<file path="src/rtl/alu_entry_pkg.sv">
// Shared types for the ALU operand-entry sequencer.
//   state_e      : entry FSM states (2-bit)
//   opcode_e     : ALU opcode encoding (carried through, not interpreted here)
//   state_onehot : maps a state to the one-hot LED pattern
package alu_entry_pkg;

  typedef enum logic [1:0] {
    WAIT_A  = 2'd0,
    WAIT_B  = 2'd1,
    WAIT_OP = 2'd2,
    SHOW    = 2'd3
  } state_e;

  typedef enum logic [1:0] {
    OP_ADD = 2'b00,
    OP_SUB = 2'b01,
    OP_OR  = 2'b10,
    OP_AND = 2'b11
  } opcode_e;

  // Encoding value doubles as LED bit index: WAIT_A->bit0 ... SHOW->bit3.
  function automatic logic [3:0] state_onehot(state_e s);
    return 4'b0001 << s;
  endfunction

endpackage

</file>
<file path="src/rtl/rising_edge_detector.sv">
// Rising-edge pulse generator for a debounced button level.
//   clk   : system clock
//   reset : synchronous active-high reset
//   level : debounced button level
//   pulse : level & ~prev, high for one cycle per press
// prev resets to 1 so a button held through reset never fires.
module rising_edge_detector (
  input  logic clk,
  input  logic reset,
  input  logic level,
  output logic pulse
);

  logic prev;

  always_ff @(posedge clk) begin
    if (reset) prev <= 1'b1;
    else       prev <= level;
  end

  assign pulse = level & ~prev;

endmodule

</file>
<file path="src/rtl/alu_entry_sequencer.sv">
// Operand-entry controller for the board ALU calculator.
//   clk, reset : clock, synchronous active-high reset
//   sw         : switch value
//   enter/back : confirm / undo button levels
//   result     : ALU result (combinational from A/B/OpCode)
//   A, B       : registered zero-extended operands
//   OpCode     : registered opcode (sw[1:0])
//   disp_value : live switches during entry, result in SHOW
//   state_leds : one-hot state indicator
//   done       : one-cycle pulse after entering SHOW
module alu_entry_sequencer
  import alu_entry_pkg::*;
#(
  parameter int WIDTH    = 32,
  parameter int SW_WIDTH = 16
) (
  input  logic                clk,
  input  logic                reset,
  input  logic [SW_WIDTH-1:0] sw,
  input  logic                enter,
  input  logic                back,
  input  logic [WIDTH-1:0]    result,
  output logic [WIDTH-1:0]    A,
  output logic [WIDTH-1:0]    B,
  output logic [1:0]          OpCode,
  output logic [WIDTH-1:0]    disp_value,
  output logic [3:0]          state_leds,
  output logic                done
);

  localparam int NUM_BTN = 2;

  // bit0 = enter, bit1 = back
  logic [NUM_BTN-1:0] btn_level, btn_pulse;
  logic               enter_p, back_p, accept;
  logic [WIDTH-1:0]   sw_zext;
  state_e             state, state_n;

  assign btn_level = {back, enter};

  rising_edge_detector u_btn [NUM_BTN-1:0] (
    .clk   (clk),
    .reset (reset),
    .level (btn_level),
    .pulse (btn_pulse)
  );

  assign enter_p = btn_pulse[0];
  assign back_p  = btn_pulse[1];
  // back wins a same-cycle collision; the enter press is dropped.
  assign accept  = enter_p & ~back_p;
  assign sw_zext = WIDTH'(sw);

  always_ff @(posedge clk) begin
    if (reset) state <= WAIT_A;
    else       state <= state_n;
  end

  always_comb begin
    state_n = state;
    if (back_p) begin
      case (state)
        WAIT_A:  state_n = WAIT_A;
        WAIT_B:  state_n = WAIT_A;
        WAIT_OP: state_n = WAIT_B;
        SHOW:    state_n = WAIT_OP;
        default: state_n = WAIT_A;
      endcase
    end else if (enter_p) begin
      case (state)
        WAIT_A:  state_n = WAIT_B;
        WAIT_B:  state_n = WAIT_OP;
        WAIT_OP: state_n = SHOW;
        SHOW:    state_n = WAIT_A;
        default: state_n = WAIT_A;
      endcase
    end
  end

  always_ff @(posedge clk) begin
    if (reset) begin
      A      <= '0;
      B      <= '0;
      OpCode <= '0;
      done   <= 1'b0;
    end else begin
      done <= accept && (state == WAIT_OP);
      if (accept) begin
        case (state)
          WAIT_A:  A      <= sw_zext;
          WAIT_B:  B      <= sw_zext;
          WAIT_OP: OpCode <= sw[1:0];
          default: ;
        endcase
      end
    end
  end

  assign disp_value = (state == SHOW) ? result : sw_zext;
  assign state_leds = state_onehot(state);

endmodule

</file>
<file path="config.mk">
export PLATFORM = sky130hd
export DESIGN_NAME = alu_entry_sequencer
export DESIGN_NICKNAME = d
export VERILOG_FILES = /design/src/rtl/alu_entry_pkg.sv /design/src/rtl/rising_edge_detector.sv /design/src/rtl/alu_entry_sequencer.sv
export SDC_FILE = /design/constraint.sdc
export NUM_CORES = 1
export LEC_CHECK = 0
export CORE_MARGIN = 8
export CORE_UTILIZATION = 35
export DETAILED_ROUTE_END_ITERATION = 8
export PLACE_DENSITY = 0.8
export SYNTH_ARGS = -nofsm -noshare
export SYNTH_HDL_FRONTEND = slang
export SYNTH_SLANG_ARGS = --single-unit
</file>
<file path="constraint.sdc">
create_clock -name clk -period 3.7 [get_ports clk]
set_input_delay 0.74 -clock clk [delete_from_list [all_inputs] [get_ports clk]]
set_output_delay 0.74 -clock clk [all_outputs]
set_load 0.05 [all_outputs]
</file>
; Word level (Yosys, flattened, before mapping)
; Cells that the tools add are included.
[classes]
n_reduce_logical = 7
add_sub_neg = 0
n_bitwise = 6
n_eq_ne = 3
mul = 0
n_shift = 1
div = 0
n_lt_le_gt_ge = 0
muxes = 5
[op_table]
columns = operator, count
row1 = 32-bit 2-to-1 mux, 1
row2 = 2-bit case mux with 4 select lines, 1
row3 = 2-bit case mux with 3 select lines, 1
row4 = 2-bit AND reduction, 3
row5 = "2-bit equality test, second input constant", 2
row6 = 2-bit 2-to-1 mux, 2
row7 = "1-bit by 2-bit << shifter with 4-bit output, first input constant", 1
row8 = 1-bit bitwise AND, 3
row9 = 1-bit NOT, 3
row10 = "2-bit by 1-bit equality test with 1-bit output, second input constant", 1
row11 = 2-bit logical NOT, 1
row12 = 2-bit nonzero test, 1
row13 = 2-bit OR reduction, 1
row14 = 1-bit logical AND, 1
[word_totals]
latchBits = 0
register_bits = 39
inputBits = 52
elab_cells = 29
n_memories = 0
mem_bits_ro = 0
ramBits = 0

; Longest topological paths before layout
; Gate-level depths: netlist of run 1.
[depth]
ltp_word = 5
ltp_mapped = 6
mapped_depth_nobuf = 4

; Cells and area by module
; A second synthesis of run 1 with hierarchy kept.
[hier_totals]
cells_unflattened = 244
area_unflattened_um2 = 2073.2
[modules_own_cells]
columns = module, area_each_um2, cells_each, instances
row1 = alu_entry_sequencer, 2008.2, 238, 1
row2 = rising_edge_detector, 32.5, 3, 2

; Least setup slack after synthesis of run 1
; OpenSTA, ideal clock, no wires.
[synth_path]
path_type = reg2out
start = register state[1]
end = output port disp_value[10]
path_buffers = 2
path_stages_with_launch = 5
arrival_time_ps = 1825
path_slack_ps = 1135
cell_sequence = dfxtp_1 -> ha_1 -> buf_2 -> buf_2 -> mux2_2
[synth_between]
elab_chain_len = 2
[synth_rtl]
columns = item, line_no
row1 = start: declaration, alu_entry_sequencer.sv:37  ; state_e state, state_n;
row2 = start signal: assignment, alu_entry_sequencer.sv:56  ; else state <= state_n;
row3 = 2-bit equality test, alu_entry_sequencer.sv:99  ; assign disp_value = (state == SHOW) ? result : sw_zext;
row4 = 32-bit 2-to-1 mux, alu_entry_sequencer.sv:99
row5 = end: declaration, alu_entry_sequencer.sv:26  ; output logic [WIDTH-1:0] disp_value,
; Every way passes these cells.

; Final worst setup path of run 1
[layout_path]
start = register state[1]
end = output port disp_value[3]
; Same word-level chain as after synthesis.

==> run summary, run 1 <==
PWR
------------------------------------------------------------------------------------------------------
Power per Cell Area ..................................................................... 301.1 nW/um2
PnR Total Power .........................................................................     1.038 mW
Switching power as a share of total power ...............................................       34.81%
Peak supply drop ........................................................................     217.9 uV
Part of the power in registers ..........................................................        42.0%
Logic pwr share .........................................................................        31.2%
Net load switching power ................................................................     361.4 uW
Power Internal ..........................................................................     676.9 uW
Leakage power of the design .............................................................     1.422 nW
Relative contribution of the clock network to total power ...............................        26.9%

FLOORPLAN
------------------------------------------------------------------------------------------------------
Core Area ...............................................................................     6277 um2
Count of boundary I/O pins ..............................................................          155
Height of the chip ......................................................................     96.04 um
Area of the die .........................................................................     9224 um2
X dimension of the die ..................................................................     96.04 um
Initial cell density of the core ........................................................       35.72%
Number of cell rows .....................................................................           29

DETAILED ROUTING
------------------------------------------------------------------------------------------------------
Antenna Violating Nets Remaining ........................................................            0
Detailed-route via count ................................................................        1,847
Detailed-route DRC error count ..........................................................            0
Per-cell via count in the routed design .................................................        4.387
Total detailed-routing wirelength .......................................................      6413 um
Detailed router's first-iteration violation count .......................................           19
Detailed-router iteration count before antenna repair ...................................            3
Detailed-route wire length per cell .....................................................     15.23 um

CRITICAL PATH
------------------------------------------------------------------------------------------------------
Maximum fanout along the worst path .....................................................           18
Critical Path End Type ..................................................................   output pin
Critical path type ...................................................................... register to output pin
Master of the slowest instance on the critical path ..................................... sky130_fd_sc_hd__clkdlybuf4s50_1
WP data required ........................................................................      2.96 ns
Setup crit start kind ...................................................................     register
Largest stage delay on the critical path ................................................      0.72 ns
CP cell instances ....................................................................... ha_1, buf_4, mux2_2, clkdlybuf4s50_1
Arrival time worst endpoint .............................................................      2.25 ns
CP bufs+invs ............................................................................            2
Dominant delay contributor by cell family on the critical path .......................... buffers and inverters

PLACEMENT
------------------------------------------------------------------------------------------------------
Placement Setup Slack ...................................................................    0.7607 ns
Post-DP HPWL ............................................................................      5127 um
Cell count after placement ..............................................................          413
Placed Instance Area ....................................................................     3364 um2
IO Port Bufs ............................................................................          122
Final weighted congestion of routability-driven global placement ........................       0.7226

YOSYS
------------------------------------------------------------------------------------------------------
Most used standard cells in the synthesized netlist ..................................... sky130_fd_sc_hd__nand2b_1, sky130_fd_sc_hd__dfxtp_1, sky130_fd_sc_hd__mux2i_1, sky130_fd_sc_hd__buf_4
Mapped Area .............................................................................     2242 um2
Library cells used by synthesis .........................................................           25
Most frequently used flop master after synthesis ........................................ sky130_fd_sc_hd__dfxtp_1
Synthesized netlist cell count ..........................................................          227
Top cell type's share of synthesized area ...............................................       34.82%
Dominant cell by count in the synthesized netlist ....................................... sky130_fd_sc_hd__nand2b_1
Leading post-synthesis cells by cell area ............................................... sky130_fd_sc_hd__dfxtp_1, sky130_fd_sc_hd__mux2i_1, sky130_fd_sc_hd__nand2b_1
Biggest area consumer among synthesized cells ........................................... sky130_fd_sc_hd__dfxtp_1
Mean instance size in the synthesized netlist ...........................................    9.877 um2
Post-synth EDFFs ........................................................................            0
Count of state elements after synthesis .................................................           39
Share of synthesized area occupied by flip-flops and latches ............................       34.82%
Share of synthesized registers carrying an async set or reset ...........................           0%
Yosys warns .............................................................................            0

TIMING
------------------------------------------------------------------------------------------------------
Slew at the pin closest to its max-slew limit ...........................................    0.8103 ns
Final worst slack .......................................................................    0.7076 ns
Setup repair after global routing missed its margin .....................................        false
Minimum period implied by the final worst setup slack ...................................     2.992 ns
Slew margin rel. ........................................................................       45.81%
Peak clock frequency supported by timing ................................................    334.2 MHz
Total setup violations reported at the end of the flow ..................................            0
Worst clock skew on the final layout ....................................................  0.005395 ns
Total negative setup slack ..............................................................         0 ns
Max-slew violation count ................................................................            0
Final cycle utilization of the critical path ............................................       80.88%
Hold Vio Cnt, Final .....................................................................            0

CTS
------------------------------------------------------------------------------------------------------
CTS-repair resized insts ................................................................            0
# H-tree levels .........................................................................            2
Number of setup buffers added after CTS .................................................            0
CTS buffer count ........................................................................            5
Clock tree from TritonCTS ...............................................................          yes
Clock transition at the register clock pins on the worst setup and hold paths after CTS .      0.08 ns
TritonCTS sink count ....................................................................           39
Hold buffers post-CTS ...................................................................            0
Clock Path Buffers ......................................................................            2
Latest clock arrival within the worst-skew pair .........................................      0.29 ns
Library cell used as clock root buffer .................................................. sky130_fd_sc_hd__clkbuf_8

GLOBAL ROUTE
------------------------------------------------------------------------------------------------------
Antenna violations before repair ........................................................            0
Largest net degree at the start of global routing .......................................           32
Global Route Usage Sum ..................................................................       12.83%
Grt ovf .................................................................................            0
Via count of the first global-routing pass ..............................................        1,875
Global-route wire length before repair ..................................................      9377 um

CELLS AND AREA
------------------------------------------------------------------------------------------------------
Non-filler cells, final .................................................................          421
Final nets ..............................................................................          400
Fraction of layout instances using a drive strength above 1 .............................       9.302%
Final standard cell area without fillers ................................................     3448 um2
Final antenna diode count ...............................................................            0
Layout overhead on the synthesized area .................................................       53.79%

MIN PATH
------------------------------------------------------------------------------------------------------
Class of the tightest hold or removal check ............................................. register to register

OUTCOME
------------------------------------------------------------------------------------------------------
Outcome ................................................................................. complete, no violations

JOB
------------------------------------------------------------------------------------------------------
Max-cap violation count .................................................................            0

==> power groups by stage <==
| stage | clock network, mW | registers (mW) | logic [mW] |
|---|---|---|---|
| after floorplan | 0 | 0.471 | 0.217 |
| after global placement | 0 | 0.445 | 0.323 |
| after detailed placement | 0 | 0.446 | 0.324 |
| after CTS | 0.288 | 0.436 | 0.325 |
| after global routing | 0.305 | 0.437 | 0.340 |
| final | 0.279 | 0.436 | 0.324 |
==> cells by family (layout without fill, tap and decap cells) <==
| logic type | Yosys count | in the layout | share of synthesized area (%) |
|---|---|---|---|
| DFF | 39 | 39 | 34.82 |
| and+or+nand+nor | 78 | 78 | 22.32 |
| adders and majority gates | 5 | 5 | 2.790 |
| muxes | 51 | 51 | 23.66 |
| buffers and inverters | 49 | 135 | 15.07 |
| other | 1 | 32 | 0.1673 |
| AOI/OAI and AO/OA | 4 | 4 | 1.172 |
==> flip-flops by register name (all words and copies together), names as in the netlist <==
name / cells
OpCode: 2
state: 2
A: 16
done: 1
u_btn.prev: 2
B: 16
==> cells in the final DEF (no fill, tap or decap), types with 2 or more instances in the layout <==
master / Yosys / final
sky130_fd_sc_hd__clkdlybuf4s50_1: 0 / 122
sky130_fd_sc_hd__nand2b_1: 51 / 51
sky130_fd_sc_hd__dfxtp_1: 39 / 39
sky130_fd_sc_hd__mux2i_1: 35 / 35
sky130_fd_sc_hd__conb_1: 1 / 32
sky130_fd_sc_hd__and2_1: 16 / 16
sky130_fd_sc_hd__mux2_2: 16 / 16
sky130_fd_sc_hd__ha_1: 5 / 5
sky130_fd_sc_hd__clkbuf_8: 0 / 5
sky130_fd_sc_hd__inv_1: 3 / 3
sky130_fd_sc_hd__clkinv_2: 0 / 3
sky130_fd_sc_hd__nand3_1: 2 / 2
sky130_fd_sc_hd__or2_2: 2 / 2
sky130_fd_sc_hd__nor2_1: 2 / 2
sky130_fd_sc_hd__buf_4: 33 / 2
==> per-stage QoR <==
stage / hold WS (ns) / util, %
2_1_floorplan: 0.5691 / -
3_3_place_gp: 0.4573 / 53.60
3_5_place_dp: 0.4626 / 53.60
4_1_cts: 0.4796 / 54.93
5_1_grt: 0.5017 / 54.93
6_report: 0.4722 / 54.93
==> worst paths after layout <==
kind,startpoint,to,slack (ns),cells past startpoint
hold / removal,B[12],B[12],0.47,2
setup / recovery,state[1],disp_value[3],0.71,4
hold reg to reg,B[12],B[12],0.47,2
setup reg to reg,state[1],B[11],2.28,4
==> area by class of cell <==
class / count / area (um2)
Clock inverter: 3 / 15.01
Inverter: 3 / 11.26
Sequential cell: 39 / 780.7
Multi-Input combinational cell: 170 / 1240
Fill cell: 580 / 2829
Tap cell: 77 / 96.34
Timing Repair Buffer: 124 / 1236
Clock buffer: 5 / 68.82
==> worst min-delay path, stage by stage (launching register included) <==
cell and delay, ns:
sky130_fd_sc_hd__dfxtp_1 0.31, sky130_fd_sc_hd__nand2b_1 0.06, sky130_fd_sc_hd__mux2i_1 0.06
==> routing by layer <==
| layer | track usage [%] | wire length [um] | vias up |
|---|---|---|---|
| li1 | - | - | 903 |
| met3 | 7.254 | 1060 | 5 |
| met4 | 3.457 | 62 | 0 |
| met5 | 0 | 0 | - |
| met1 | 12.86 | 2252 | 835 |
| met2 | 22.30 | 3037 | 104 |
(Power assumes the default switching activity.)
==> run 2, diff against run 1 <==
- CORE_UTILIZATION: 35 -> 32
- PLACE_DENSITY: 0.8 -> 0.77
- clock period: 3.7 -> 2.43 ns (I/O delays scaled with it)
==> run 2 against run 1 <==
Net effect: final area increased by 6.0%; sequential share of layout area down 1.3 points; global-route usage increased by 0.21 points; total power grew 68%; clock power grew 110%; count of clock-buffer cells in the layout increased by 1; largest power group unchanged.
==> run summary, run 2 (synthesized netlist as in run 1, its figures left out) <==
CELLS AND AREA
------------------------------------------------------------------------------------------------------
Fraction of layout instances using a drive strength above 1 .............................       19.36%   +10 points
Final nets ..............................................................................          402   +0.50%
Commonest cells after routing, fill and taps aside ...................................... sky130_fd_sc_hd__clkdlybuf4s50_1, sky130_fd_sc_hd__nand2b_1, sky130_fd_sc_hd__dfxtp_1
Final antenna diode count ...............................................................            0   unchanged
Layout overhead on the synthesized area .................................................       63.00%
Fillers .................................................................................          606   +4.5%
Area of combinational cells with multiple inputs ........................................     1240 um2   unchanged
Most common cell after layout, fill and taps aside ...................................... sky130_fd_sc_hd__clkdlybuf4s50_1
Top flop regs ........................................................................... A: 16 flops, B: 16 flops
FF+latch area ...........................................................................    780.7 um2   unchanged

MIN PATH
------------------------------------------------------------------------------------------------------
Startpoint of the lowest-slack hold path ................................................        A[10]
Endpoint of the worst hold path .........................................................        A[10]
Class of the tightest hold or removal check ............................................. register to register
Hold Path Depth .........................................................................            2   unchanged

TIMING
------------------------------------------------------------------------------------------------------
Hold WS .................................................................................    0.4723 ns   +0.00003900 ns
Final cycle utilization of the critical path ............................................       93.17%
Max-slew violation count ................................................................            0   unchanged
Minimum period implied by the final worst setup slack ...................................     2.264 ns
Slew margin rel. ........................................................................       63.16%   +17 points
Total setup violations reported at the end of the flow ..................................            0   unchanged
Hold Vio Cnt, Final .....................................................................            0   unchanged
Total negative setup slack ..............................................................         0 ns   unchanged
Setup repair after global routing missed its margin .....................................        false
Slew at the pin closest to its max-slew limit ...........................................    0.5509 ns   -0.2595 ns
Peak clock frequency supported by timing ................................................    441.7 MHz
Worst clock skew on the final layout ....................................................   0.01180 ns   +0.006404 ns

PLACEMENT
------------------------------------------------------------------------------------------------------
Post-DP HPWL ............................................................................      5414 um   +5.6%
Final weighted congestion of routability-driven global placement ........................       0.8086   +12%
IO Port Bufs ............................................................................          122   unchanged

FLOORPLAN
------------------------------------------------------------------------------------------------------
Number of cell rows .....................................................................           30   +3.4%
X dimension of the die ..................................................................     99.71 um   +3.8%
Count of boundary I/O pins ..............................................................          155   unchanged
Core Area ...............................................................................     6794 um2   +8.2%
Area of the die .........................................................................     9941 um2   +7.8%
Height of the chip ......................................................................     99.71 um   +3.8%
Initial cell density of the core ........................................................       33.00%   -2.7 points

CTS
------------------------------------------------------------------------------------------------------
CTS-repair resized insts ................................................................            0   unchanged
CTS buffer count ........................................................................            5   unchanged
Clock transition at the register clock pins on the worst setup and hold paths after CTS .      0.08 ns   about the same
Latest clock arrival within the worst-skew pair .........................................      0.30 ns   about the same
Number of setup buffers added after CTS .................................................            0   unchanged
Clock Path Buffers ......................................................................            2   unchanged
Clock tree from TritonCTS ...............................................................          yes
Library cell used as clock root buffer .................................................. sky130_fd_sc_hd__clkbuf_8
# H-tree levels .........................................................................            2   unchanged
TritonCTS sink count ....................................................................           39   unchanged
Hold buffers post-CTS ...................................................................            0   unchanged

CRITICAL PATH
------------------------------------------------------------------------------------------------------
WP data required ........................................................................      1.94 ns   -1.02 ns
Launch point of the worst reg-to-reg path ...............................................     state[1]
Critical path type ...................................................................... register to output pin
R2r worst-path depth ....................................................................            4   unchanged
Maximum fanout along the worst path .....................................................            4   -14
Worst reg-to-reg setup slack ............................................................      1.10 ns   -1.18 ns
Arrival time worst endpoint .............................................................      1.78 ns   -0.47 ns
Critical Path End Type ..................................................................   output pin
Worst R2R End ...........................................................................         B[1]
Setup crit start kind ...................................................................     register

GLOBAL ROUTE
------------------------------------------------------------------------------------------------------
Antenna violations before repair ........................................................            0   unchanged
Grt ovf .................................................................................            0   unchanged
Via count of the first global-routing pass ..............................................        2,063   +10%
Met2 capacity usage during global routing ...............................................       21.75%   -0.55 points
Most used routing layer .................................................................         met2
Global Route Usage Sum ..................................................................       13.04%   +0.21 points
Met1 Track Usage GR .....................................................................       13.36%   +0.50 points
Global-route wire length before repair ..................................................    10,350 um   +10%
GR Util met3 ............................................................................       8.240%   +0.99 points
Largest net degree at the start of global routing .......................................           30   -6.3%

DETAILED ROUTING
------------------------------------------------------------------------------------------------------
Antenna Violating Nets Remaining ........................................................            0   unchanged
Per-cell via count in the routed design .................................................        4.149   -5.4%
Detailed router's first-iteration violation count .......................................           36   +17
Detailed-router iteration count before antenna repair ...................................            3   unchanged
Detailed-route wire length per cell .....................................................     14.71 um   -3.4%
Total detailed-routing wirelength .......................................................      6503 um   +1.4%
Detailed-route via count ................................................................        1,834   -0.70%
Detailed-route DRC error count ..........................................................            0   unchanged

PWR
------------------------------------------------------------------------------------------------------
Power per Cell Area ..................................................................... 475.9 nW/um2   +58%
Logic pwr share .........................................................................        28.6%   -2.6 points
Net load switching power ................................................................     566.0 uW   +57%
Switching power as a share of total power ...............................................       32.54%   -2.3 points
Relative contribution of the clock network to total power ...............................        33.3%   +6.4 points
Power Internal ..........................................................................     1.173 mW   +73%
Leakage power of the design .............................................................     1.541 nW   +8.4%
Peak supply drop ........................................................................     310.1 uV   +42%
Part of the power in registers ..........................................................        38.1%   -3.9 points

JOB
------------------------------------------------------------------------------------------------------
Max-cap violation count .................................................................            0   unchanged

OUTCOME
------------------------------------------------------------------------------------------------------
Outcome ................................................................................. complete, no violations

-- run 2: changes by cell type in the layout (fill, tap and decap cells not counted) --
cell,previous run,this run
sky130_fd_sc_hd__clkinv_2,3,0
sky130_fd_sc_hd__clkdlybuf4s50_1,122,89
sky130_fd_sc_hd__buf_12,0,17
sky130_fd_sc_hd__buf_4,2,20
sky130_fd_sc_hd__inv_6,0,1
sky130_fd_sc_hd__bufinv_16,0,1
sky130_fd_sc_hd__clkbuf_8,5,6
-- run 2: stage by stage --
stage | worst slack, ns | area (um2) | total power, mW | instances | utilization (%)
after global routing | 0.06371 | 3655 | 1.825 | 442 | 53.79
after CTS | 0.1475 | 3655 | 1.764 | 442 | 53.79
final | 0.1661 | 3655 | 1.739 | 442 | 53.79
after floorplan | 0.1186 | 2359 | 1.046 | 258 | -
after global placement | 0.5070 | 3533 | 1.170 | 434 | 52.01
after detailed placement | 0.4790 | 3533 | 1.176 | 434 | 52.01
-- run 2: how the worst max path moves through the flow --
stage | to | from
2_1_floorplan | disp_value[10] | state[1]
3_3_place_gp | state_leds[0] | state[0]
3_5_place_dp | state_leds[0] | state[0]
4_1_cts | state_leds[0] | state[0]
5_1_grt | state_leds[0] | state[1]
6_report | state_leds[0] | state[0]
-- run 2: layout make-up --
class / instances / share of cell area (%)
Sequential cell: 39 / 21.36
Clock buffer: 6 / 2.259
Tap cell: 96 / 3.287
Clock inverter: 2 / 1.061
Timing Repair Buffer: 126 / 37.80
Multi-Input combinational cell: 170 / 33.93
Inverter: 3 / 0.3081
-- run 2: power by group through the flow --
stage	clock (mW)	sequential [mW]	combinational, mW
finish	0.579	0.663	0.497
global placement	0	0.677	0.493
floorplan	0	0.717	0.330
CTS	0.601	0.663	0.499
detailed placement	0	0.678	0.498
global route	0.637	0.666	0.522
-- run 2: per-layer routing --
metal	vias to the layer above	routed length [um]
met1	813	2469
met2	107	2996
met5	-	0
met4	0	45
li1	910	-
met3	4	992
-- run 2: worst max-delay path: stages (launching register included) --
cell and delay (ns):
sky130_fd_sc_hd__dfxtp_1 0.34, sky130_fd_sc_hd__inv_1 0.11, sky130_fd_sc_hd__ha_1 0.21, sky130_fd_sc_hd__clkdlybuf4s50_1 0.83
==> run 3, diff against run 2 <==
- CORE_UTILIZATION: 32 -> 33
- CTS_BUF_LIST: unset -> sky130_fd_sc_hd__clkbuf_2 sky130_fd_sc_hd__clkbuf_4 sky130_fd_sc_hd__clkbuf_8
- CTS_CLUSTER_SIZE: unset -> 40
- PLACE_DENSITY: 0.77 -> 0.79
- SLEW_MARGIN: unset -> 10
==> run 3 against run 2 <==
Net effect: register-to-register slack worse by 0.04 ns; clock skew down 0.0087 ns; sequential share of layout area up 0.36 points; combinational power about the same; total power shrank 7.9%; fmax down 1.5%; first-iteration DRC count down 22%; global-route usage down 0.44 points; die area is 2.5% lower; utilization about the same; critical path depth unchanged; via count down 0.22%; largest cell class unchanged; largest power group unchanged.
==> run summary, run 3 (synthesized netlist as in run 1, its figures left out) <==
FLOORPLAN
------------------------------------------------------------------------------------------------------
Initial cell density of the core ........................................................       33.56%   +0.56 points
Number of cell rows .....................................................................           30   unchanged
Area of the die .........................................................................     9688 um2   -2.5%
Height of the chip ......................................................................     98.43 um   -1.3%
X dimension of the die ..................................................................     98.43 um   -1.3%
Core Area ...............................................................................     6681 um2   -1.7%
Count of boundary I/O pins ..............................................................          155   unchanged

TIMING
------------------------------------------------------------------------------------------------------
Max-slew violation count ................................................................            0   unchanged
Peak clock frequency supported by timing ................................................    435.3 MHz   -1.5%
Final worst slack .......................................................................    0.1327 ns   -0.03339 ns
Worst clock skew on the final layout ....................................................  0.003091 ns   -0.008708 ns
Slew at the pin closest to its max-slew limit ...........................................    0.5316 ns   -0.01926 ns
Total setup violations reported at the end of the flow ..................................            0   unchanged
Minimum period implied by the final worst setup slack ...................................     2.297 ns   +0.03339 ns
Total negative setup slack ..............................................................         0 ns   unchanged
Slew margin rel. ........................................................................       64.45%   +1.3 points
Setup repair after global routing missed its margin .....................................        false
Hold Vio Cnt, Final .....................................................................            0   unchanged
Final cycle utilization of the critical path ............................................       94.54%   +1.4 points

CRITICAL PATH
------------------------------------------------------------------------------------------------------
Critical Path End Type ..................................................................   output pin
Maximum fanout along the worst path .....................................................            4   unchanged
Arrival time worst endpoint .............................................................      1.81 ns   +0.03 ns
Critical path type ...................................................................... register to output pin
Setup crit start kind ...................................................................     register
WP data required ........................................................................      1.94 ns   about the same

CTS
------------------------------------------------------------------------------------------------------
Clock Path Buffers ......................................................................            2   unchanged
# H-tree levels .........................................................................            2   unchanged
Latest clock arrival within the worst-skew pair .........................................      0.29 ns   about the same
CTS-repair resized insts ................................................................            0   unchanged
CTS buffer count ........................................................................            5   unchanged
Library cell used as clock root buffer .................................................. sky130_fd_sc_hd__clkbuf_8
TritonCTS sink count ....................................................................           39   unchanged
Hold buffers post-CTS ...................................................................            0   unchanged
Clock transition at the register clock pins on the worst setup and hold paths after CTS .      0.07 ns   about the same
Clock tree from TritonCTS ...............................................................          yes
Number of setup buffers added after CTS .................................................            0   unchanged

PLACEMENT
------------------------------------------------------------------------------------------------------
Placement Setup Slack ...................................................................    0.4333 ns   -0.04566 ns
Final weighted congestion of routability-driven global placement ........................       0.8047   -0.48%
IO Port Bufs ............................................................................          122   unchanged
Placed Instance Area ....................................................................     3506 um2   -0.78%
Post-DP HPWL ............................................................................      5221 um   -3.6%
Cell count after placement ..............................................................          417   -3.9%

PWR
------------------------------------------------------------------------------------------------------
Power per Cell Area ..................................................................... 445.7 nW/um2   -6.4%
Leakage power of the design .............................................................     1.521 nW   -1.3%
Peak supply drop ........................................................................     279.5 uV   -9.9%
PnR Total Power .........................................................................     1.601 mW   -7.9%

CELLS AND AREA
------------------------------------------------------------------------------------------------------
Fraction of layout instances using a drive strength above 1 .............................       18.90%   -0.47 points
Layout overhead on the synthesized area .................................................       60.27%
Most common cell after layout, fill and taps aside ...................................... sky130_fd_sc_hd__clkdlybuf4s50_1
Non-filler cells, final .................................................................          424   -4.1%
Final standard cell area without fillers ................................................     3593 um2   -1.7%
Commonest cells after routing, fill and taps aside ...................................... sky130_fd_sc_hd__clkdlybuf4s50_1, sky130_fd_sc_hd__nand2b_1, sky130_fd_sc_hd__dfxtp_1
Top flop regs ........................................................................... A: 16 flops, B: 16 flops
Final antenna diode count ...............................................................            0   unchanged
Final nets ..............................................................................          401   -0.25%

GLOBAL ROUTE
------------------------------------------------------------------------------------------------------
Via count of the first global-routing pass ..............................................        1,948   -5.6%
Largest net degree at the start of global routing .......................................           28   -6.7%
Global Route Usage Sum ..................................................................       12.60%   -0.44 points
Grt ovf .................................................................................            0   unchanged
Global-route wire length before repair ..................................................      9956 um   -3.8%
Antenna violations before repair ........................................................            0   unchanged

DETAILED ROUTING
------------------------------------------------------------------------------------------------------
Detailed-route wire length per cell .....................................................     14.90 um   +1.3%
Detailed-router iteration count before antenna repair ...................................            4   +1
Per-cell via count in the routed design .................................................        4.316   +4.0%
Detailed router's first-iteration violation count .......................................           28   -22%
Detailed-route DRC error count ..........................................................            0   unchanged
Total detailed-routing wirelength .......................................................      6319 um   -2.8%
Detailed-route via count ................................................................        1,830   -0.22%
Antenna Violating Nets Remaining ........................................................            0   unchanged

OUTCOME
------------------------------------------------------------------------------------------------------
Outcome ................................................................................. complete, no violations

JOB
------------------------------------------------------------------------------------------------------
Max-cap violation count .................................................................            0   unchanged

MIN PATH
------------------------------------------------------------------------------------------------------
Class of the tightest hold or removal check ............................................. register to register

## run 3: changes by cell type in the layout (fill, tap and decap cells not counted), sizes merged
cell	delta
bufinv	-1
clkinv	+1
inv	-1
buf	-1
## run 3: final timing paths
check	from	endpoint	slack, ns	cells past startpoint
worst min register to register	A[5]	A[5]	0.47	2
worst min-delay path	A[5]	A[5]	0.47	2
worst max-delay path	state[0]	state_leds[0]	0.13	3
worst max register to register	state[1]	B[9]	1.06	4
## run 3: report_power, final
part / switching [mW] / internal (mW) / total (mW)
logic: 0.314 / 0.181 / 0.495
registers: 0.00936 / 0.654 / 0.664
clock network: 0.220 / 0.223 / 0.442
total: 0.543 / 1.06 / 1.60
## run 3: critical path, stage by stage (launching register included)
cell	delay (ns)
sky130_fd_sc_hd__dfxtp_1	0.35
sky130_fd_sc_hd__inv_1	0.11
sky130_fd_sc_hd__ha_1	0.22
sky130_fd_sc_hd__clkdlybuf4s50_1	0.84
## run 3: final cells by class
type | instances | area (um2)
multi-input cells | 170 | 1240
repair buffers | 125 | 1374
clock inverters | 1 | 5.005
inverters | 3 | 11.26
fillers | 603 | 3088
well taps | 80 | 100.1
flip-flops and latches | 39 | 780.7
clock buffers | 6 | 82.58
## run 3: layer usage
metal / vias to the layer above / GRT usage (%) / wire [um] / share of wire (%)
li1: 903 / - / - / -
met1: 819 / 12.45 / 2391 / 38
met2: 102 / 21.98 / 3042 / 48
met3: 6 / 7.470 / 823 / 13
met4: 0 / 3.188 / 61 / 0.97
met5: - / 0 / 0 / 0
## run 3: stage by stage
step / hold slack (ns) / util (%)
6_report: 0.4733 / 53.78
5_1_grt: 0.4931 / 53.78
4_1_cts: 0.4801 / 53.78
3_5_place_dp: 0.4588 / 52.47
3_3_place_gp: 0.4589 / 52.47
2_1_floorplan: 0.5691 / -
